**src/rtl/miriscv_opcodes_pkg.sv**
```systemverilog
// Shared RV32I opcode constants (instr[6:2]) and the opcode -> immediate-format map
// used by both the decoder and the immediate encoder.
package miriscv_opcodes_pkg;

  localparam logic [4:0] S_OPCODE_LOAD     = 5'b00000;
  localparam logic [4:0] S_OPCODE_MISC_MEM = 5'b00011;
  localparam logic [4:0] S_OPCODE_OPIMM    = 5'b00100;
  localparam logic [4:0] S_OPCODE_AUIPC    = 5'b00101;
  localparam logic [4:0] S_OPCODE_STORE    = 5'b01000;
  localparam logic [4:0] S_OPCODE_OP       = 5'b01100;
  localparam logic [4:0] S_OPCODE_LUI      = 5'b01101;
  localparam logic [4:0] S_OPCODE_BRANCH   = 5'b11000;
  localparam logic [4:0] S_OPCODE_JALR     = 5'b11001;
  localparam logic [4:0] S_OPCODE_JAL      = 5'b11011;
  localparam logic [4:0] S_OPCODE_SYSTEM   = 5'b11100;

  typedef enum logic [2:0] {
    FMT_R, FMT_I, FMT_S, FMT_B, FMT_U, FMT_J, FMT_NONE
  } imm_fmt_e;

  // One encoded word travelling through the output/skid registers.
  typedef struct packed {
    logic [31:0] instr;
    logic        err;
  } enc_word_t;

  function automatic imm_fmt_e opcode_to_fmt(input logic [4:0] op);
    imm_fmt_e f;
    case (op)
      S_OPCODE_OPIMM, S_OPCODE_LOAD, S_OPCODE_JALR: f = FMT_I;
      S_OPCODE_OP:                                  f = FMT_R;
      S_OPCODE_STORE:                               f = FMT_S;
      S_OPCODE_BRANCH:                              f = FMT_B;
      S_OPCODE_LUI, S_OPCODE_AUIPC:                 f = FMT_U;
      S_OPCODE_JAL:                                 f = FMT_J;
      default:                                      f = FMT_NONE;
    endcase
    return f;
  endfunction

endpackage

```
**src/rtl/miriscv_imm_enc_if.sv**
```systemverilog
// Request/response bundle of the immediate encoder; master drives requests,
// slave (the encoder) returns encoded words.
interface miriscv_imm_enc_if #(
  parameter int XLEN  = 32,
  parameter int CNT_W = 16
);
  logic             in_valid_i;
  logic             in_ready_o;
  logic [4:0]       opcode_i;
  logic [4:0]       rd_i;
  logic [4:0]       rs1_i;
  logic [4:0]       rs2_i;
  logic [2:0]       funct3_i;
  logic [6:0]       funct7_i;
  logic [XLEN-1:0]  imm_i;
  logic             out_valid_o;
  logic             out_ready_i;
  logic [31:0]      instr_o;
  logic             err_o;
  logic [CNT_W-1:0] err_cnt_o;

  modport master (
    output in_valid_i, opcode_i, rd_i, rs1_i, rs2_i, funct3_i, funct7_i, imm_i, out_ready_i,
    input  in_ready_o, out_valid_o, instr_o, err_o, err_cnt_o
  );

  modport slave (
    input  in_valid_i, opcode_i, rd_i, rs1_i, rs2_i, funct3_i, funct7_i, imm_i, out_ready_i,
    output in_ready_o, out_valid_o, instr_o, err_o, err_cnt_o
  );
endinterface

```
**src/rtl/miriscv_imm_pack.sv**
```systemverilog
// Combinational packer: scatters fields and immediate into an RV32I word for the
// given format and flags immediates that do not fit or are misaligned.
module miriscv_imm_pack
  import miriscv_opcodes_pkg::*;
#(
  parameter int XLEN = 32
) (
  input  imm_fmt_e        fmt,
  input  logic [4:0]      opcode,
  input  logic [4:0]      rd,
  input  logic [4:0]      rs1,
  input  logic [4:0]      rs2,
  input  logic [2:0]      funct3,
  input  logic [6:0]      funct7,
  input  logic [XLEN-1:0] imm,
  output logic [31:0]     instr,
  output logic            err
);

  logic [6:0] base;
  logic       fit12, fit13, fit21;

  assign base  = {opcode, 2'b11};
  assign fit12 = (imm == {{(XLEN-12){imm[11]}}, imm[11:0]});
  assign fit13 = (imm == {{(XLEN-13){imm[12]}}, imm[12:0]});
  assign fit21 = (imm == {{(XLEN-21){imm[20]}}, imm[20:0]});

  // Field placement per format; on a range error the truncated fields still go out.
  always_comb begin
    instr = {25'b0, base};
    err   = 1'b0;
    case (fmt)
      FMT_R: instr = {funct7, rs2, rs1, funct3, rd, base};
      FMT_I: begin
        instr = {imm[11:0], rs1, funct3, rd, base};
        err   = !fit12;
      end
      FMT_S: begin
        instr = {imm[11:5], rs2, rs1, funct3, imm[4:0], base};
        err   = !fit12;
      end
      FMT_B: begin
        instr = {imm[12], imm[10:5], rs2, rs1, funct3, imm[4:1], imm[11], base};
        err   = !fit13 || imm[0];
      end
      FMT_U: begin
        instr = {imm[31:12], rd, base};
        err   = |imm[11:0];
      end
      FMT_J: begin
        instr = {imm[20], imm[10:1], imm[11], imm[19:12], rd, base};
        err   = !fit21 || imm[0];
      end
      default: err = 1'b1;
    endcase
  end

endmodule

```
**src/rtl/miriscv_imm_enc.sv**
```systemverilog
// Streaming RV32I instruction encoder: packer feeding an output register backed by
// one skid entry, plus a saturating count of errored words delivered.
module miriscv_imm_enc
  import miriscv_opcodes_pkg::*;
#(
  parameter int XLEN  = 32,
  parameter int CNT_W = 16
) (
  input  logic                clk_i,
  input  logic                rst_i,
  miriscv_imm_enc_if.slave    bus
);

  imm_fmt_e         fmt;
  enc_word_t        pack_w, out_q, skid_q;
  logic             out_valid_q, skid_valid_q;
  logic [CNT_W-1:0] err_cnt_q;
  logic             acc, drain;

  assign fmt   = opcode_to_fmt(bus.opcode_i);
  // Skid occupancy is the only thing that can block input, so ready is a pure flop.
  assign acc   = bus.in_valid_i && !skid_valid_q;
  assign drain = out_valid_q && bus.out_ready_i;

  miriscv_imm_pack #(.XLEN(XLEN)) u_pack (
    .fmt    (fmt),
    .opcode (bus.opcode_i),
    .rd     (bus.rd_i),
    .rs1    (bus.rs1_i),
    .rs2    (bus.rs2_i),
    .funct3 (bus.funct3_i),
    .funct7 (bus.funct7_i),
    .imm    (bus.imm_i),
    .instr  (pack_w.instr),
    .err    (pack_w.err)
  );

  // Output register refills from skid first (FIFO order), else from the packer;
  // an accept while the output is stuck parks in the skid entry.
  always_ff @(posedge clk_i or posedge rst_i) begin
    if (rst_i) begin
      out_valid_q  <= 1'b0;
      out_q        <= '0;
      skid_valid_q <= 1'b0;
      skid_q       <= '0;
    end else if (!out_valid_q || drain) begin
      if (skid_valid_q) begin
        out_valid_q  <= 1'b1;
        out_q        <= skid_q;
        skid_valid_q <= 1'b0;
      end else if (acc) begin
        out_valid_q <= 1'b1;
        out_q       <= pack_w;
      end else begin
        out_valid_q <= 1'b0;
      end
    end else if (acc) begin
      skid_valid_q <= 1'b1;
      skid_q       <= pack_w;
    end
  end

  // Count errored words as they leave, holding at all-ones.
  always_ff @(posedge clk_i or posedge rst_i) begin
    if (rst_i)
      err_cnt_q <= '0;
    else if (drain && out_q.err && !(&err_cnt_q))
      err_cnt_q <= err_cnt_q + 1'b1;
  end

  assign bus.in_ready_o  = !skid_valid_q;
  assign bus.out_valid_o = out_valid_q;
  assign bus.instr_o     = out_q.instr;
  assign bus.err_o       = out_q.err;
  assign bus.err_cnt_o   = err_cnt_q;

endmodule

```
**src/flat_wrapper.sv**
```systemverilog
// flat-port wrapper written by rule: the top's interface ports become plain ports
module miriscv_imm_enc_flat import miriscv_opcodes_pkg::*;
#(
  parameter int XLEN  = 32,
  parameter int CNT_W = 16
)
  (clk_i, rst_i, bus_in_valid_i, bus_opcode_i, bus_rd_i, bus_rs1_i, bus_rs2_i, bus_funct3_i, bus_funct7_i, bus_imm_i, bus_out_ready_i, bus_in_ready_o, bus_out_valid_o, bus_instr_o, bus_err_o, bus_err_cnt_o);
  miriscv_imm_enc_if #(.XLEN(XLEN), .CNT_W(CNT_W)) bus_i ();
  input  logic clk_i;
  input  logic rst_i;
  input wire logic [$bits(bus_i.in_valid_i)-1:0] bus_in_valid_i;
  input wire logic [$bits(bus_i.opcode_i)-1:0] bus_opcode_i;
  input wire logic [$bits(bus_i.rd_i)-1:0] bus_rd_i;
  input wire logic [$bits(bus_i.rs1_i)-1:0] bus_rs1_i;
  input wire logic [$bits(bus_i.rs2_i)-1:0] bus_rs2_i;
  input wire logic [$bits(bus_i.funct3_i)-1:0] bus_funct3_i;
  input wire logic [$bits(bus_i.funct7_i)-1:0] bus_funct7_i;
  input wire logic [$bits(bus_i.imm_i)-1:0] bus_imm_i;
  input wire logic [$bits(bus_i.out_ready_i)-1:0] bus_out_ready_i;
  output wire logic [$bits(bus_i.in_ready_o)-1:0] bus_in_ready_o;
  output wire logic [$bits(bus_i.out_valid_o)-1:0] bus_out_valid_o;
  output wire logic [$bits(bus_i.instr_o)-1:0] bus_instr_o;
  output wire logic [$bits(bus_i.err_o)-1:0] bus_err_o;
  output wire logic [$bits(bus_i.err_cnt_o)-1:0] bus_err_cnt_o;
  assign bus_i.in_valid_i = bus_in_valid_i;
  assign bus_i.opcode_i = bus_opcode_i;
  assign bus_i.rd_i = bus_rd_i;
  assign bus_i.rs1_i = bus_rs1_i;
  assign bus_i.rs2_i = bus_rs2_i;
  assign bus_i.funct3_i = bus_funct3_i;
  assign bus_i.funct7_i = bus_funct7_i;
  assign bus_i.imm_i = bus_imm_i;
  assign bus_i.out_ready_i = bus_out_ready_i;
  assign bus_in_ready_o = bus_i.in_ready_o;
  assign bus_out_valid_o = bus_i.out_valid_o;
  assign bus_instr_o = bus_i.instr_o;
  assign bus_err_o = bus_i.err_o;
  assign bus_err_cnt_o = bus_i.err_cnt_o;
  miriscv_imm_enc #(.XLEN(XLEN), .CNT_W(CNT_W)) u_core (.clk_i(clk_i), .rst_i(rst_i), .bus(bus_i));
endmodule
```
**config.mk**
```make
export PLATFORM = sky130hd
export DESIGN_NAME = miriscv_imm_enc_flat
export DESIGN_NICKNAME = d
export VERILOG_FILES = /design/src/rtl/miriscv_opcodes_pkg.sv /design/src/rtl/miriscv_imm_enc_if.sv /design/src/rtl/miriscv_imm_pack.sv /design/src/rtl/miriscv_imm_enc.sv /design/src/flat_wrapper.sv
export SDC_FILE = /design/constraint.sdc
export NUM_CORES = 1
export LEC_CHECK = 0
export CORE_MARGIN = 3
export CORE_UTILIZATION = 35
export DETAILED_ROUTE_END_ITERATION = 16
export HOLD_SLACK_MARGIN = 0.02
export PLACE_DENSITY = 0.69
export RECOVER_POWER = 50
export SYNTH_ARGS = -nofsm -noshare
export SYNTH_HDL_FRONTEND = slang
export SYNTH_SLANG_ARGS = --single-unit
export TNS_END_PERCENT = 5
```
**constraint.sdc**
```tcl
create_clock -name clk_i -period 4.4 [get_ports clk_i]
set_input_delay 0.88 -clock clk_i [delete_from_list [all_inputs] [get_ports clk_i]]
set_output_delay 0.88 -clock clk_i [all_outputs]
set_load 0.03 [all_outputs]
```
==> metrics.cfg, run 1 <==
[outcome]
outcome = complete, but fails checks
failed_checks = max-capacitance violations, max-slew violations

[worst_setup_path]
path_class = input pin to asynchronous set/reset pin
crit_buf_inv = 3
crit_fanout = 31
cp_data_required_time_ns = 4.64
cp.arrival_ns = 3.32
r2r-start = u_core.skid_valid_q
worst_path_dominant_cell_family = buffers and inverters
critPathSlowestCell = clkbuf_1
ff2ff_path_depth = 5
worstSetupEndpointType = asynchronous set/reset pin
worstPathCellList = dlygate4sd3_1 -> clkinvlp_2 -> clkbuf_1
ff2ff_setup_slack_ns = 1.75
start_kind = input pin
critPathMaxStageDelay_ns = 1.00
worst_r2r_endpoint = u_core.skid_q[9]

[synthesis]
yosys.area.top_type = dfrtp_1
synthTopCellsByArea = dfrtp_1 49%, o21ai_0 7.8%, nand2_1 7.4%
synth_edf_count = 0
yosys_warnings = 0
ys_ff_latch = 82
netlist_instances = 452
async_flop_share_pct = 100
syn-num-nets = 519
synth-main-ff-cell = dfrtp_1
ys_seq_area_share_pct = 48.5
netlist_area_um2 = 4230
synth_top_area_share_pct = 48.5
syn_area_per_cell_um2 = 9.35
ys_types = 56

[grt]
grt.overflow.total = 0
grt_pass1_vias = 3851
antenna_found_initial = 0
track_usage_pct = 19.4
grt_max_degree = 55
grt_pass1_wl_um = 20200

[clock_network]
htree_levels = 3
cts_made_buffers = 9
clockBufferDepth = 2
cts.clk_slew.worst_paths_ns = 0.06
cts_resized = 0
cts_tree = yes
cts.sinks = 82
cts_root_buffer = clkbuf_16
clk_latency_ns = 0.33
cts_setup_buffers = 0
cts_hold_buf = 0

[power]
leakage_nw = 2.39
p_per_area_nw_per_um2 = 396
finalPower_mw = 2.26
ir_drop_mv = 0.242

[floorplanning]
die_y_um = 116
dieArea_um2 = 13400
initial_core_util_pct = 36.4
core-area_um2 = 11600
die_w_um = 116
pin_count = 117
row_count = 39

[detailed_routing]
wire_per_inst_um = 18.0
vias_per_cell = 5.52
num_vias = 3885
ant_nets = 0
dr.pass1.iters = 5
first_iter_violations = 387
drc_errors = 0
routed_wl_um = 12600

[placement]
dp.cells = 691
place_congestion = 0.899
portBuffers = 116
dp_slack_ns = 1.05
dp_hpwl_um = 9410

[finish]
final_common_cell = clkdlybuf4s50_1
fin_nets = 626
areaGrowthSynthToFinish_pct = 34.8
fillers = 1094
utilization_pct = 49.1
layout-drive-gt1-share_pct = 6.95
mostFrequentLayoutCells = 96 x clkdlybuf4s50_1, 83 x nand2_1, 82 x dfrtp_1
fin_cells = 704
antenna_cells = 0

[sta]
min_period_over_period_pct = 69.9
setup_tns_ns = 0
period_minus_slack_ns = 3.08
fmax_mhz = 325
worst_slew_pin_slew_ns = 1.51
maxSlewViolCount = 32
hold_viol = 0
setup_violations = 0
fin_skew_ns = 0.00573
relSlewSlack_pct = -1.18
rsz0062_at_grt = no
worst_slack_ns = 1.32

[hold_path]
min_path_cells = 2
hp-start = u_core.skid_q[2]
hold_path_end = u_core.skid_q[2]
hp-class = flip-flop to flip-flop

[job]
cap_viol_max_count = 1

[synthesized netlist by cell type (all sizes together) (2+ instances only)]
cell and count:
and4 2, o21ai 69, inv 8, nand4 8, mux2i 5, nor4 7
xnor2 10, a21o 3, o211ai 2, o21a 9, clkbuf 15, nand2 83
a31oi 2, nor2 21, o221ai 6, nor3 12, nand3 15, a211oi 2
and3 4, a22oi 17, nand2b 3, buf 11, and4b 2, mux2 15
dfrtp 82, a21oi 11, xor2 5, nand4b 3
[state kept, by name, summed over array words and instances, names as in the netlist]
register                count
u_core.skid_q              32
u_core.bus.instr_o         31
u_core.bus.err_cnt_o       16
u_core.bus.err_o            1
u_core.bus.out_valid_o      1
u_core.skid_valid_q         1
[power by group]
group / total, mW / leakage, nW / switching [mW] / internal [mW]
registers: 0.962 / 1.06 / 0.0869 / 0.875
logic: 0.647 / 1.22 / 0.371 / 0.276
clock network: 0.649 / 0.118 / 0.277 / 0.372
[worst reg2reg max path, cell delays in order (launching register included)]
cell	delay, ns
dfrtp_1	0.32
buf_4	0.45
inv_1	0.36
nand3b_1	0.77
buf_4	0.43
o21ai_0	0.18
[metal layers]
layer | vias up | GRT usage [%] | part of all wire [%]
met5 | - | 0 | 0
met4 | 0 | 5.80 | 2.1
met1 | 1870 | 26.4 | 44
met2 | 157 | 30.1 | 46
li1 | 1834 | - | -
met3 | 24 | 5.80 | 7.8
[final cells by class]
type / instances / area, um^2 / share of cell area, %
Tap cell: 143 / 179 / 3.14
Timing Repair Buffer: 122 / 1200 / 21.1
Clock inverter: 1 / 5.00 / 0.0879
Multi-Input combinational cell: 336 / 1990 / 34.9
Clock buffer: 12 / 236 / 4.15
Sequential cell: 82 / 2050 / 36.0
Inverter: 8 / 31.3 / 0.549
[logic make-up (layout without fill, tap and decap cells)]
family	after synthesis	in the layout	share of synthesized area [%]
AOI/OAI and AO/OA	132	132	19.7
xor gates and xnor gates	15	15	3.11
adders and majority gates	1	1	0.296
buffers and inverters	34	143	4.35
DFF	82	82	48.5
muxes	20	20	5.27
and+or+nand+nor	168	168	18.8
[worst max path at each step]
stage / endpoint / depth (start not counted) / slack, ns / start
detailed placement: u_core.bus.err_o / 7 / 1.05 / bus_opcode_i[4]
global placement: u_core.bus.err_o / 7 / 1.17 / bus_opcode_i[4]
floorplan: u_core.bus.err_cnt_o[0] / 1 / 1.41 / rst_i
CTS: bus_in_ready_o / 3 / 1.34 / u_core.skid_valid_q
global route: u_core.skid_q[5] / 3 / 0.85 / rst_i
finish: u_core.skid_q[5] / 3 / 1.32 / rst_i
[metrics by stage]
step / hold slack, ns / instance area, um^2
4_1_cts: 0.444 / 5700
2_1_floorplan: 0.414 / 4230
6_report: 0.441 / 5700
5_1_grt: 0.477 / 5700
3_5_place_dp: 0.430 / 5460
3_3_place_gp: 0.425 / 5460
Note: power is estimated with default switching activity, not from simulation.
==> run 2: changes to the inputs <==
--- a/config.mk
+++ b/config.mk
@@ -9,7 +9,7 @@
 export CORE_UTILIZATION = 35
 export DETAILED_ROUTE_END_ITERATION = 16
 export HOLD_SLACK_MARGIN = 0.02
-export PLACE_DENSITY = 0.69
+export PLACE_DENSITY = 0.72
 export RECOVER_POWER = 50
 export SYNTH_ARGS = -nofsm -noshare
 export SYNTH_HDL_FRONTEND = slang
==> constraint.sdc (replaced) <==
create_clock -name clk_i -period 2.76 [get_ports clk_i]
set_input_delay 0.552 -clock clk_i [delete_from_list [all_inputs] [get_ports clk_i]]
set_output_delay 0.552 -clock clk_i [all_outputs]
set_load 0.03 [all_outputs]
==> metrics.cfg, run 2 (same netlist as run 1, synthesis figures left out) <==
[power]
finalPower_mw = 3.80  ; was 2.26 mW
p_per_area_nw_per_um2 = 640  ; was 396 nW/um^2
ir_drop_mv = 0.260  ; was 0.242 mV
leakage_nw = 2.52  ; was 2.39 nW

[worst_setup_path]
worst_r2r_endpoint = u_core.bus.instr_o[25]  ; was u_core.skid_q[9]
cp_data_required_time_ns = 2.99  ; was 4.64 ns
worstSetupEndpointType = flip-flop  ; was asynchronous set/reset pin
critPathSlowestCell = clkdlybuf4s50_1  ; was clkbuf_1
worstPathCellList = clkdlybuf4s50_1 -> and4b_1 -> a21o_2 -> mux2_4 -> a222oi_1 -> a21oi_1 -> a21o_1  ; was dlygate4sd3_1 -> clkinvlp_2 -> clkbuf_1
critPathMaxStageDelay_ns = 0.63  ; was 1.00 ns
start_kind = input pin  ; unchanged
ff2ff_path_depth = 6  ; was 5
path_class = input pin to flip-flop  ; was input pin to asynchronous set/reset pin
r2r-start = u_core.skid_valid_q  ; unchanged
ff2ff_setup_slack_ns = 0.52  ; was 1.75 ns
crit_fanout = 9  ; was 31
critPathLaunch = bus_opcode_i[0]  ; was rst_i
cp.arrival_ns = 2.71  ; was 3.32 ns

[sta]
worst_slew_pin_slew_ns = 1.31  ; was 1.51 ns
hold_viol = 0  ; unchanged
worst_slack_ns = 0.283  ; was 1.32 ns
hold_slack_ns = 0.444  ; was 0.441 ns
maxSlewViolCount = 0  ; was 32
period_minus_slack_ns = 2.48
relSlewSlack_pct = 12.3  ; was -1.18%
setup_violations = 0  ; unchanged
fmax_mhz = 404
rsz0062_at_grt = no  ; unchanged
min_period_over_period_pct = 89.8
fin_skew_ns = 0.0110  ; was 0.00573 ns

[hold_path]
hp-class = flip-flop to flip-flop  ; unchanged
hp-start = u_core.skid_q[2]  ; unchanged
hold_path_end = u_core.skid_q[2]  ; unchanged
min_path_cells = 2  ; unchanged

[clock_network]
cts_resized = 0  ; unchanged
clk_latency_ns = 0.34  ; was 0.33 ns
cts_tree = yes  ; unchanged
cts.clk_slew.worst_paths_ns = 0.07  ; was 0.06 ns
htree_levels = 3  ; unchanged
clockBufferDepth = 2  ; unchanged
cts_hold_buf = 0  ; unchanged
cts_setup_buffers = 0  ; unchanged
cts.sinks = 82  ; unchanged
cts_made_buffers = 9  ; unchanged
cts_root_buffer = clkbuf_16  ; unchanged

[finish]
fin_cells = 733  ; was 704
utilization_pct = 51.1  ; was 49.1%
fin_nets = 652  ; was 626
areaGrowthSynthToFinish_pct = 40.4  ; was 34.8%
layout-drive-gt1-share_pct = 11.7  ; was 6.95%
antenna_cells = 0  ; unchanged
mostFrequentLayoutCells = 112 x clkdlybuf4s50_1, 83 x nand2_1, 82 x dfrtp_1  ; was 96 x clkdlybuf4s50_1, 83 x nand2_1, 82 x dfrtp_1
final_common_cell = clkdlybuf4s50_1  ; unchanged
largest_register_ffs = 32  ; unchanged
regMostFlops = u_core.skid_q  ; unchanged

[floorplanning]
initial_core_util_pct = 36.4  ; unchanged
row_count = 39  ; unchanged
die_w_um = 116  ; unchanged
die_y_um = 116  ; unchanged
core-area_um2 = 11600  ; unchanged
dieArea_um2 = 13400  ; unchanged
pin_count = 117  ; unchanged

[grt]
grt.overflow.total = 0  ; unchanged
grt_pass1_wl_um = 20200  ; about the same
track_usage_pct = 19.1  ; was 19.4%
grt_pass1_vias = 3892  ; was 3851
antenna_found_initial = 0  ; unchanged
grt_max_degree = 56  ; was 55

[detailed_routing]
first_iter_violations = 277  ; was 387
dr.pass1.iters = 6  ; was 5
wire_per_inst_um = 17.2  ; was 18.0 um
vias_per_cell = 5.44  ; was 5.52
drc_errors = 0  ; unchanged
num_vias = 3988  ; was 3885
ant_nets = 0  ; unchanged
routed_wl_um = 12600  ; about the same

[placement]
dp_slack_ns = -0.0184  ; was 1.05 ns
dp.cells = 717  ; was 691
portBuffers = 116  ; unchanged
dp_hpwl_um = 9570  ; was 9410 um
place_congestion = 0.886  ; was 0.899

[outcome]
outcome = completed  ; was complete, but fails checks

[job]
cap_viol_max_count = 0  ; was 1

run 2: changes by cell type in the layout (fill, tap and decap cells not counted), sizes merged:
cell | before | now
clkinvlp | 1 | 3
buf | 5 | 26
clkbuf | 13 | 15
clkdlybuf4s50 | 96 | 112
inv | 7 | 11
dlygate4sd3 | 20 | 4
run 2: per-layer routing:
metal	vias up	global-route usage, %	routed length [um]
li1	1891	-	-
met1	1936	26.9	5870
met2	147	30.4	5860
met3	14	3.81	759
met4	0	4.64	154
met5	-	0	0
run 2: worst max-delay path by stage:
stage,end,cells after the start
final,u_core.bus.instr_o[20],7
after global routing,u_core.bus.instr_o[27],3
after CTS,u_core.bus.instr_o[20],7
after detailed placement,u_core.bus.instr_o[20],7
after global placement,u_core.bus.err_o,7
after floorplan,u_core.bus.err_cnt_o[0],1
run 2: layout make-up:
class,instances,area [um^2]
Tap cell,143,179
Multi-Input combinational cell,336,1990
Fill cell,1097,5680
Sequential cell,82,2050
Timing Repair Buffer,148,1390
Clock inverter,7,71.3
Inverter,8,31.3
Clock buffer,9,225
run 2: per-stage QoR:
stage,setup TNS [ns],instance area [um^2]
final,0,5930
after global routing,0,5930
after CTS,0,5980
after detailed placement,-0.0184,5680
after global placement,0,5680
after floorplan,0,4230
run 2: power by group:
| group | switching, mW | internal, mW | leakage (nW) |
|---|---|---|---|
| combinational | 0.595 | 0.474 | 1.32 |
| sequential | 0.142 | 1.39 | 1.06 |
| clock | 0.554 | 0.637 | 0.139 |
| total | 1.29 | 2.50 | 2.52 |
run 2: critical path: cells and delay by family:
| family | cells | cell delay (ns) |
|---|---|---|
| AOI/OAI and AO/OA | 4 | 0.80 |
| buffers and inverters | 1 | 0.63 |
| muxes | 1 | 0.29 |
| and+or+nand+nor | 1 | 0.42 |
